<file path="config.mk">
export PLATFORM = sky130hd
export DESIGN_NAME = regfile_write_sequencer
export DESIGN_NICKNAME = d
export VERILOG_FILES = /design/src/rtl/regfile_write_sequencer.sv
export SDC_FILE = /design/constraint.sdc
export NUM_CORES = 1
export LEC_CHECK = 0
export CELL_PAD_IN_SITES_DETAIL_PLACEMENT = 1
export CELL_PAD_IN_SITES_GLOBAL_PLACEMENT = 1
export CORE_ASPECT_RATIO = 1.2
export CORE_UTILIZATION = 36
export CTS_CLUSTER_SIZE = 14
export DETAILED_ROUTE_END_ITERATION = 8
export GPL_ROUTABILITY_DRIVEN = 0
export PLACE_DENSITY_LB_ADDON = 0.1
export SETUP_SLACK_MARGIN = 0.3
export SLEW_MARGIN = 0
export SYNTH_ARGS = -nofsm -noshare
export SYNTH_HDL_FRONTEND = slang
export SYNTH_SLANG_ARGS = --single-unit
</file>
<file path="constraint.sdc">
create_clock -name clk -period 4.9 [get_ports clk]
set_clock_uncertainty 0.1 [all_clocks]
set_input_delay 0.98 -clock clk [delete_from_list [all_inputs] [get_ports clk]]
set_output_delay 0.98 -clock clk [all_outputs]
set_load 0.02 [all_outputs]
</file>
<file path="src/rtl/regfile_write_sequencer.sv">
`default_nettype none
// +-----------------------------------------------------------------------------
// | Module  : regfile_write_sequencer
// | Brief   : Burst write-port driver for a 2**w1 x w2 register file, fed by a
// |           valid/ready data stream, with a one-shot clear-all command.
// | Revision: 1.0 - initial release
// +-----------------------------------------------------------------------------
module regfile_write_sequencer #(
  parameter int w1 = 2,
  parameter int w2 = 8
) (
  input  logic              clk,
  input  logic              rst,
  input  logic              start,
  input  logic [w1-1:0]     base,
  input  logic [w1:0]       len,
  input  logic              clear_all,
  input  logic [w2-1:0]     in_data,
  input  logic              in_valid,
  output logic              in_ready,
  output logic [w1-1:0]     s,
  output logic              e,
  output logic [w2-1:0]     d,
  output logic [(1<<w1)-1:0] clr,
  output logic              busy,
  output logic              done
);

  typedef enum logic [1:0] {
    c_IDLE  = 2'd0,
    c_LOAD  = 2'd1,
    c_CLEAR = 2'd2,
    c_DONE  = 2'd3
  } state_t;

  state_t        r_state;
  state_t        w_state_nxt;
  logic [w1-1:0] r_ptr;
  logic [w1:0]   r_remaining;
  logic          w_hs;
  logic          w_burst_go;

  always_ff @(posedge clk or posedge rst) begin
    if (rst) r_state <= c_IDLE;
    else     r_state <= w_state_nxt;
  end

  always_comb begin
    w_state_nxt = r_state;
    in_ready    = 1'b0;
    w_burst_go  = 1'b0;
    case (r_state)
      c_IDLE: begin
        // clear_all wins; a simultaneous start is dropped, not queued
        if (clear_all) begin
          w_state_nxt = c_CLEAR;
        end else if (start) begin
          if (len != '0) begin
            w_burst_go  = 1'b1;
            w_state_nxt = c_LOAD;
          end else begin
            w_state_nxt = c_DONE;
          end
        end
      end
      c_LOAD: begin
        in_ready = 1'b1;
        if (in_valid && r_remaining == (w1+1)'(1)) w_state_nxt = c_DONE;
      end
      c_CLEAR: w_state_nxt = c_DONE;
      c_DONE:  w_state_nxt = c_IDLE;
      default: w_state_nxt = c_IDLE;
    endcase
  end

  assign w_hs = in_valid && in_ready;

  always_ff @(posedge clk or posedge rst) begin
    if (rst) begin
      r_ptr       <= '0;
      r_remaining <= '0;
    end else if (w_burst_go) begin
      r_ptr       <= base;
      r_remaining <= len;
    end else if (w_hs) begin
      r_ptr       <= r_ptr + w1'(1);
      r_remaining <= r_remaining - (w1+1)'(1);
    end
  end

  // Outputs are registered from the next-state decode so done lines up with the last e.
  always_ff @(posedge clk or posedge rst) begin
    if (rst) begin
      s    <= '0;
      e    <= 1'b0;
      d    <= '0;
      clr  <= '0;
      busy <= 1'b0;
      done <= 1'b0;
    end else begin
      e    <= w_hs;
      clr  <= (w_state_nxt == c_CLEAR) ? '1 : '0;
      busy <= (w_state_nxt != c_IDLE);
      done <= (w_state_nxt == c_DONE);
      if (w_hs) begin
        s <= r_ptr;
        d <= in_data;
      end
    end
  end

endmodule
`default_nettype wire

</file>
==> results of run 1 <==
-- power by group through the flow --
stage | registers (mW) | clock network, mW | logic, mW
4_1_cts | 0.308 | 0.0849 | 0.496
5_1_grt | 0.318 | 0.0903 | 0.527
2_1_floorplan | 0.372 | 0 | 0.245
6_report | 0.307 | 0.0804 | 0.490
3_3_place_gp | 0.308 | 0 | 0.475
3_5_place_dp | 0.312 | 0 | 0.493
-- logic make-up (layout without fill, tap and decap cells) --
family / count (synthesis) / in the layout / share of synthesized area
buf+inv: 14 / 48 / 0.07444
flops: 21 / 21 / 0.5391
mux: 16 / 16 / 0.2028
fa+ha+maj: 4 / 4 / 0.05135
xor+xnor: 4 / 4 / 0.03594
compound gates: 5 / 5 / 0.03339
simple gates: 11 / 11 / 0.06289
-- worst min-delay path, cell delays in order (launching register included) --
cell and delay, ns:
dfrtp_1 0.36, nand2_1 0.05, nand2_1 0.05
-- cells in the final DEF, fill, tap and decap left out --
| cell | count |
|---|---|
| clkdlybuf4s50_1 | 35 |
| dfrtp_1 | 21 |
| mux2_2 | 10 |
| inv_1 | 9 |
| mux2_4 | 5 |
| nand2_1 | 4 |
| xnor2_1 | 4 |
| ha_1 | 4 |
| nand3_1 | 3 |
| clkbuf_4 | 3 |
| a21oi_1 | 2 |
| o21bai_1 | 1 |
| nor3_1 | 1 |
| or3_1 | 1 |
| o311ai_0 | 1 |
| and4b_1 | 1 |
| o22ai_1 | 1 |
| or4b_1 | 1 |
| mux2i_1 | 1 |
| clkbuf_1 | 1 |
-- per-stage QoR --
step	cells	cell area [um2]	power (mW)	util
2_1_floorplan	75	974.7	0.6167	-
6_report	142	1354	0.8772	0.5304
4_1_cts	142	1354	0.8891	0.5304
3_3_place_gp	138	1328	0.7831	0.5201
3_5_place_dp	138	1328	0.8056	0.5201
5_1_grt	142	1354	0.9359	0.5304
-- layer usage --
layer	share of wire	up-vias
li1	-	316
met1	0.39	334
met2	0.55	21
met3	0.052	2
met4	0.0085	0
met5	0	-
-- registers in the layout, indices dropped and copies added, names as in the netlist --
name         count
busy             1
clr              1
done             1
e                1
r_remaining      3
d                8
r_state          2
r_ptr            2
s                2
-- final cells by class --
cell class              count  area [um2]
fillers                   276        1199
flip-flops and latches     21       525.5
multi-input cells          40       376.6
repair buffers             35       350.3
well taps                  33       41.29
inverters                   9       33.78
clock buffers               4       26.28
-- worst max-delay path by stage --
stage / from / endpoint / slack, ns
after global routing: r_state[1]$_DFF_PP0_ / in_ready / 2.01
after detailed placement: len[0] / r_ptr[0]$_DFFE_PP0P_ / 2.10
final: r_state[1]$_DFF_PP0_ / in_ready / 2.11
after global placement: len[0] / r_remaining[0]$_DFFE_PP0P_ / 2.15
after CTS: r_state[1]$_DFF_PP0_ / in_ready / 2.11
after floorplan: len[0] / r_ptr[0]$_DFFE_PP0P_ / 2.72
==> flow_summary.ini, run 1 <==
[run_status]
status = complete, no violations

[yosys]
syn_avg_cell_area_um2 = 13.00
synthTopCellsByCount = dfrtp_1, mux2_2, inv_1
synthTopCellsByArea = dfrtp_1, mux2_2, mux2_4, ha_1, xnor2_1
synth_edf_count = 0
synth_most_common_cell = dfrtp_1
synth_top_cell_area_share = 0.5392
netlist_instances = 75
yosys.area.top_type = dfrtp_1
dominantRegCellSynth = dfrtp_1
ys_warn_count = 0
ys_types = 20
synth-async-reset-ratio = 1.000
ys_ff_latch = 21
syn_area_um2 = 974.7
syn_nets = 97
ys_seq_area_frac = 0.5392

[route]
firstDrtPassIters = 2
first_iter_violations = 3
num_vias = 673
routed_wl_um = 2006
drcViolationCount = 0
drtAntennaViolNets = 0
route.detailed.wl_per_inst_um = 14.13
vias_per_cell = 4.739

[clock_network]
cts_max_path_buffers = 2
cts_sinks = 21
ctsHoldBuffers = 0
cts_inserted_buffers = 3
post-cts-setup-buffer-count = 0
cts_root_buf = clkbuf_4
postCtsResizedCells = 0
htreeDepth = 1
insertion_delay_ns = 0.29
cts.clk_slew.worst_paths_ns = 0.11
cts_tree = yes

[global_route]
grt_use_met1 = 0.1533
use_met3 = 0.03846
grt_max_degree = 22
antenna_found_initial = 0
grt_usage = 0.1539
grt-ovfl-total = 0
met2_usage = 0.3033
grt_pass1_vias = 733
grt.busiest_layer = met2
grt_pass1_wl_um = 3277

[layout]
drive_gt1_frac = 0.1651
diodes = 0
area_growth_pct = 38.90
nets = 132

[die]
rows = 20
die_x_um = 49.50
initial_core_util = 0.3819
fp.dieH_um = 59
num_io_pins = 36
die_area_um2 = 2921
core_area_um2 = 2552

[power_and_ir_drop]
powerDensity_nw_per_um2 = 647.9
p_comb_frac = 0.559
power.static_leakage_nw = 0.6263
seq_power_share = 0.350
p_int_uw = 553.3
switchingPower_uw = 323.8
ir_drop_mv = 0.3087
pwr-share-clk = 0.092
switching_share = 0.3692

[worst_setup_path]
critPathArrivalTime_ns = 1.71
path_max_fanout = 5
reg2reg_from = r_state[1]$_DFF_PP0_
worst-r2r-cell-count = 5
crit_type = flip-flop to output port
critical_path_required_ns = 3.82
cpPeakStageDelay_ns = 0.64
critPathBufInv = 2
r2r_slack_ns = 2.95
cp_num_cells = 3
cp_cell_sequence = inv_1 -> ha_1 -> clkdlybuf4s50_1
cp-start-kind = flip-flop
crit_slowest_cell = clkdlybuf4s50_1
crit_family = buffers and inverters
reg2reg_to = r_remaining[0]$_DFFE_PP0P_
cp-end-kind = output port

[sta]
tightestPinTransition_ns = 0.8558
fin_tns_setup_ns = 0
finalWorstSetupSlack_ns = 2.113
period_minus_slack_ns = 2.787
finalSetupViolCount = 0
slew_viol_final = 0
max_freq_mhz = 358.9
rsz0062_at_grt = false
whs_ns = 0.3853
finalHoldViolCount = 0
relSlewSlack = 0.4222
fin_crit_sh = 0.5687

[hold_path]
holdPathEnd = s[0]$_DFFE_PP0P_
min_path_cells = 2
min_from = s[0]$_DFFE_PP0P_
hold_path_class = flip-flop to flip-flop

[place]
io_buffers = 35
place_ws_ns = 2.096
dp_hpwl_um = 1551

[run]
maxCapViolations = 0
Note: power is estimated with default switching activity, not from simulation.
==> run 2: changes to the inputs <==
- CORE_UTILIZATION: 36 -> 30
- clock period: 4.9 -> 2.3 ns (I/O delays scaled with it)
==> flow_summary.ini, run 2 (synthesis gave the netlist of run 1 again) <==
[run_status]
status = complete, no violations

[clock_network]
cts_sinks = 21
ctsHoldBuffers = 0
cts_root_buf = clkbuf_4
insertion_delay_ns = 0.30
cts_tree = yes
post-cts-setup-buffer-count = 0
cts.clk_slew.worst_paths_ns = 0.11
cts_max_path_buffers = 2
htreeDepth = 1
cts_inserted_buffers = 3

[die]
fp.dieH_um = 64.44
die_area_um2 = 3482
rows = 22
num_io_pins = 36
initial_core_util = 0.3162
die_x_um = 54.04
core_area_um2 = 3083

[sta]
period_minus_slack_ns = 1.875
slew_viol_final = 0
fin_tns_setup_ns = 0
finalHoldViolCount = 0
rsz0062_at_grt = false
max_freq_mhz = 533.4
fin_crit_sh = 0.8152
tightestPinTransition_ns = 0.6097
relSlewSlack = 0.5871
finalSetupViolCount = 0

[global_route]
grt_pass1_wl_um = 3298
grt_pass1_vias = 715
grt_max_degree = 22
grt-ovfl-total = 0
grt_usage = 0.1369
antenna_found_initial = 0

[power_and_ir_drop]
pwr-share-clk = 0.095
power.static_leakage_nw = 0.6383
powerDensity_nw_per_um2 = 1353
ir_drop_mv = 0.5513
p_int_mw = 1.176
switching_share = 0.3660
p_comb_frac = 0.555
switchingPower_uw = 678.9
seq_power_share = 0.350

[worst_setup_path]
cpPeakStageDelay_ns = 0.62
critPathArrivalTime_ns = 1.31
crit_slowest_cell = clkdlybuf4s50_1
reg2reg_from = r_state[0]$_DFF_PP0_
r2r_slack_ns = 0.51
cp-start-kind = flip-flop
cp-end-kind = output port
critical_path_required_ns = 1.74
crit_family = buffers and inverters
worst-r2r-cell-count = 4
cp_cell_sequence = clkdlybuf4s50_1
critPathBufInv = 1
path_max_fanout = 4
reg2reg_to = r_ptr[0]$_DFFE_PP0P_
crit_type = flip-flop to output port

[layout]
final_cells = 147
regArea_um2 = 525.5
layout_common_cells = clkdlybuf4s50_1, dfrtp_1, mux2_2
area_growth_pct = 40.69
drive_gt1_frac = 0.1982
nets = 134
final_common_cell = clkdlybuf4s50_1
stdcell_area_um2 = 1371
largestRegisters = d: 8 flops, r_remaining: 3 flops
multiInputGateArea_um2 = 380.4
diodes = 0
regMostFlops = d
largest_reg_flops = 8
nFillCells = 354

[route]
firstDrtPassIters = 2
drtAntennaViolNets = 0
routed_wl_um = 1967
num_vias = 674
drcViolationCount = 0
route.detailed.wl_per_inst_um = 13.38
first_iter_violations = 7
vias_per_cell = 4.585

[hold_path]
hold_path_class = input port to asynchronous set/reset pin

[place]
place_area_um2 = 1346
dp_hpwl_um = 1549
place_inst = 143
io_buffers = 35

[run]
maxCapViolations = 0
run 2: cell count changes in the layout (fill, tap and decap cells not counted), sizes merged:
cell and change:
buf +2, clkbuf +1, clkdlybuf4s50 -1
run 2: how the worst max path moves through the flow:
| stage | startpoint | endpoint | depth (start not counted) |
|---|---|---|---|
| 2_1_floorplan | r_state[0]$_DFF_PP0_ | r_ptr[0]$_DFFE_PP0P_ | 5 |
| 3_3_place_gp | len[2] | r_remaining[1]$_DFFE_PP0P_ | 4 |
| 3_5_place_dp | len[0] | r_remaining[1]$_DFFE_PP0P_ | 4 |
| 4_1_cts | r_state[1]$_DFF_PP0_ | in_ready | 3 |
| 5_1_grt | clr[2]$_DFF_PP0_ | clr[0] | 1 |
| 6_report | clr[2]$_DFF_PP0_ | clr[0] | 1 |
run 2: cell type report:
class	instances	share of cell area
well taps	36	0.03285
repair buffers	37	0.2628
multi-input cells	40	0.2774
flip-flops and latches	21	0.3832
clock buffers	4	0.01916
inverters	9	0.02463
run 2: power by group through the flow:
stage | sequential (mW) | combinational [mW] | clock [mW]
3_5_place_dp | 0.663 | 1.05 | 0
6_report | 0.650 | 1.03 | 0.176
2_1_floorplan | 0.792 | 0.522 | 0
3_3_place_gp | 0.656 | 1.03 | 0
5_1_grt | 0.675 | 1.13 | 0.208
4_1_cts | 0.656 | 1.05 | 0.190
run 2: metrics by stage:
| step | power (mW) | util | hold slack (ns) | worst slack [ns] |
|---|---|---|---|---|
| floorplan | 1.314 | - | 0.3365 | 0.5803 |
| global placement | 1.685 | 0.4367 | 0.3661 | 0.06362 |
| detailed placement | 1.711 | 0.4367 | 0.3757 | 0.01970 |
| CTS | 1.895 | 0.4452 | 0.3880 | 0.3212 |
| global route | 2.016 | 0.4448 | 0.3934 | 0.3540 |
| finish | 1.855 | 0.4448 | 0.3875 | 0.4251 |
run 2: metal layers:
metal  GRT usage  vias up  wire length (um)
li1            -      321                 -
met1      0.1490      323               781
met2      0.2407       25              1006
met3     0.02113        5               129
met4     0.07692        0                48
met5           0        -                 0
run 2: worst min-delay path, stage by stage:
cell and delay (ns):
clkdlybuf4s50_1 0.40, inv_1 0.05, buf_4 0.27
run 2: repair_timing:
action | CTS | global route
endpoints found under the setup margin | 1 | 10
resized for setup | 2 | 3
pin swaps | 0 | 0
==> run 3: changes to the inputs <==
- CORE_UTILIZATION: 30 -> 33
- clock period: 2.3 -> 2 ns (I/O delays scaled with it)
==> flow_summary.ini, run 3 (synthesis gave the netlist of run 1 again) <==
[run_status]
status = complete, no violations

[clock_network]
cts_tree = yes
cts_sinks = 21
cts_max_path_buffers = 2
cts_inserted_buffers = 3
insertion_delay_ns = 0.30
cts_root_buf = clkbuf_4
htreeDepth = 1
ctsHoldBuffers = 0
cts.clk_slew.worst_paths_ns = 0.11

[global_route]
grt_pass1_vias = 687
grt-ovfl-total = 0
grt_usage = 0.1319
antenna_found_initial = 0
grt_max_degree = 22
grt_pass1_wl_um = 3042

[layout]
fin_util = 0.5091
diodes = 0
final_common_cell = dfrtp_1
drive_gt1_frac = 0.2845
nFillCells = 322
nets = 139
layout_common_cells = dfrtp_1, dlygate4sd2_1, clkdlybuf4s50_1
largest_reg_flops = 8
regMostFlops = d
area_growth_pct = 46.85
largestRegisters = d: 8 flops, r_remaining: 3 flops

[place]
dp_hpwl_um = 1601
io_buffers = 35

[die]
die_x_um = 51.61
die_area_um2 = 3176
rows = 21
fp.dieH_um = 61.54
core_area_um2 = 2811
initial_core_util = 0.3467
num_io_pins = 36

[sta]
max_freq_mhz = 577.3
rsz0062_at_grt = true
finalHoldViolCount = 0
finalSetupViolCount = 0
slew_viol_final = 0
fin_crit_sh = 0.8661
period_minus_slack_ns = 1.732
relSlewSlack = 0.6109
tightestPinTransition_ns = 0.5746
fin_tns_setup_ns = 0

[route]
vias_per_cell = 4.573
route.detailed.wl_per_inst_um = 13.84
first_iter_violations = 1
drt-met1-wl_um = 793
drtAntennaViolNets = 0
wl_met3_um = 108
routed_wl_um = 2076
firstDrtPassIters = 2
wl_met2_um = 1157
num_vias = 686
dr.max_layer_used = met4
drcViolationCount = 0

[hold_path]
hold_path_class = input port to flip-flop

[power_and_ir_drop]
switchingPower_uw = 827.0
p_comb_frac = 0.559
switching_share = 0.3845
power.static_leakage_nw = 0.7416
p_int_mw = 1.324
pwr-share-clk = 0.094
powerDensity_nw_per_um2 = 1503
seq_power_share = 0.347
ir_drop_mv = 0.6685

[worst_setup_path]
critical_path_required_ns = 2.09
path_max_fanout = 5
cp-start-kind = input port
critPathArrivalTime_ns = 1.82
cp-end-kind = flip-flop
crit_type = input port to flip-flop

[run]
maxCapViolations = 0
-- run 3: cell types whose count changed in the layout (fill, tap and decap cells not counted), moves of 2 or more --
cell	before	now
dlygate4sd2_1	0	17
inv_1	9	7
buf_4	2	6
clkdlybuf4s50_1	34	14
inv_2	0	2
dlymetal6s2s_1	0	3
-- run 3: final cells by class --
cell class,count,area [um2],area share
flip-flops and latches,21,525.5,0.3671
multi-input cells,40,405.4,0.2832
repair buffers,42,396.6,0.2771
well taps,34,42.54,0.02972
inverters,9,33.78,0.02360
clock buffers,3,22.52,0.01573
clock inverters,1,5.005,0.003497
-- run 3: power groups by stage --
stage / Clock [mW] / Sequential, mW / Combinational [mW]
finish: 0.201 / 0.747 / 1.20
global route: 0.218 / 0.777 / 1.32
CTS: 0.206 / 0.750 / 1.18
detailed placement: 0 / 0.766 / 1.26
global placement: 0 / 0.749 / 1.23
floorplan: 0 / 0.910 / 0.604
-- run 3: timing repair --
action	CTS	global route
endpoints found under the setup margin	27	6
resized for setup	24	7
pin swaps	0	2
setup buffers	1	1
-- run 3: critical path, stage by stage --
cell	delay, ns
clkdlybuf4s50_1	0.50
nor3_2	0.06
or4b_4	0.55
mux2_4	0.32
-- run 3: final timing paths --
| check | startpoint | to | slack, ns | cells past startpoint |
|---|---|---|---|---|
| worst min-delay path | len[2] | r_remaining[2]$_DFFE_PP0P_ | 0.30 | 2 |
| worst max register to register | r_state[0]$_DFF_PP0_ | r_remaining[2]$_DFFE_PP0P_ | 0.27 | 4 |
| max in group asynchronous | rst | d[3]$_DFFE_PP0P_ | 1.26 | 3 |
| worst min register to register | s[0]$_DFFE_PP0P_ | s[0]$_DFFE_PP0P_ | 0.38 | 2 |
| worst max-delay path | len[0] | r_remaining[2]$_DFFE_PP0P_ | 0.27 | 4 |
| min in group asynchronous | rst | d[5]$_DFFE_PP0P_ | 0.32 | 3 |
-- run 3: metrics by stage --
step | area, um2 | setup slack (ns) | hold slack [ns] | std cells | power, mW
6_report | 1431 | 0.2678 | 0.3008 | 150 | 2.151
2_1_floorplan | 977.2 | 0.2803 | 0.2765 | 75 | 1.514
4_1_cts | 1406 | 0.1834 | 0.3372 | 149 | 2.140
3_5_place_dp | 1381 | -0.2036 | 0.3681 | 144 | 2.029
3_3_place_gp | 1381 | -0.1667 | 0.3717 | 144 | 1.980
5_1_grt | 1431 | 0.2361 | 0.2997 | 150 | 2.311
-- run 3: per-layer routing --
metal,vias up,global-route usage
met3,2,0.01481
li1,331,-
met5,-,0
met1,329,0.1512
met4,0,0.04633
met2,24,0.2523
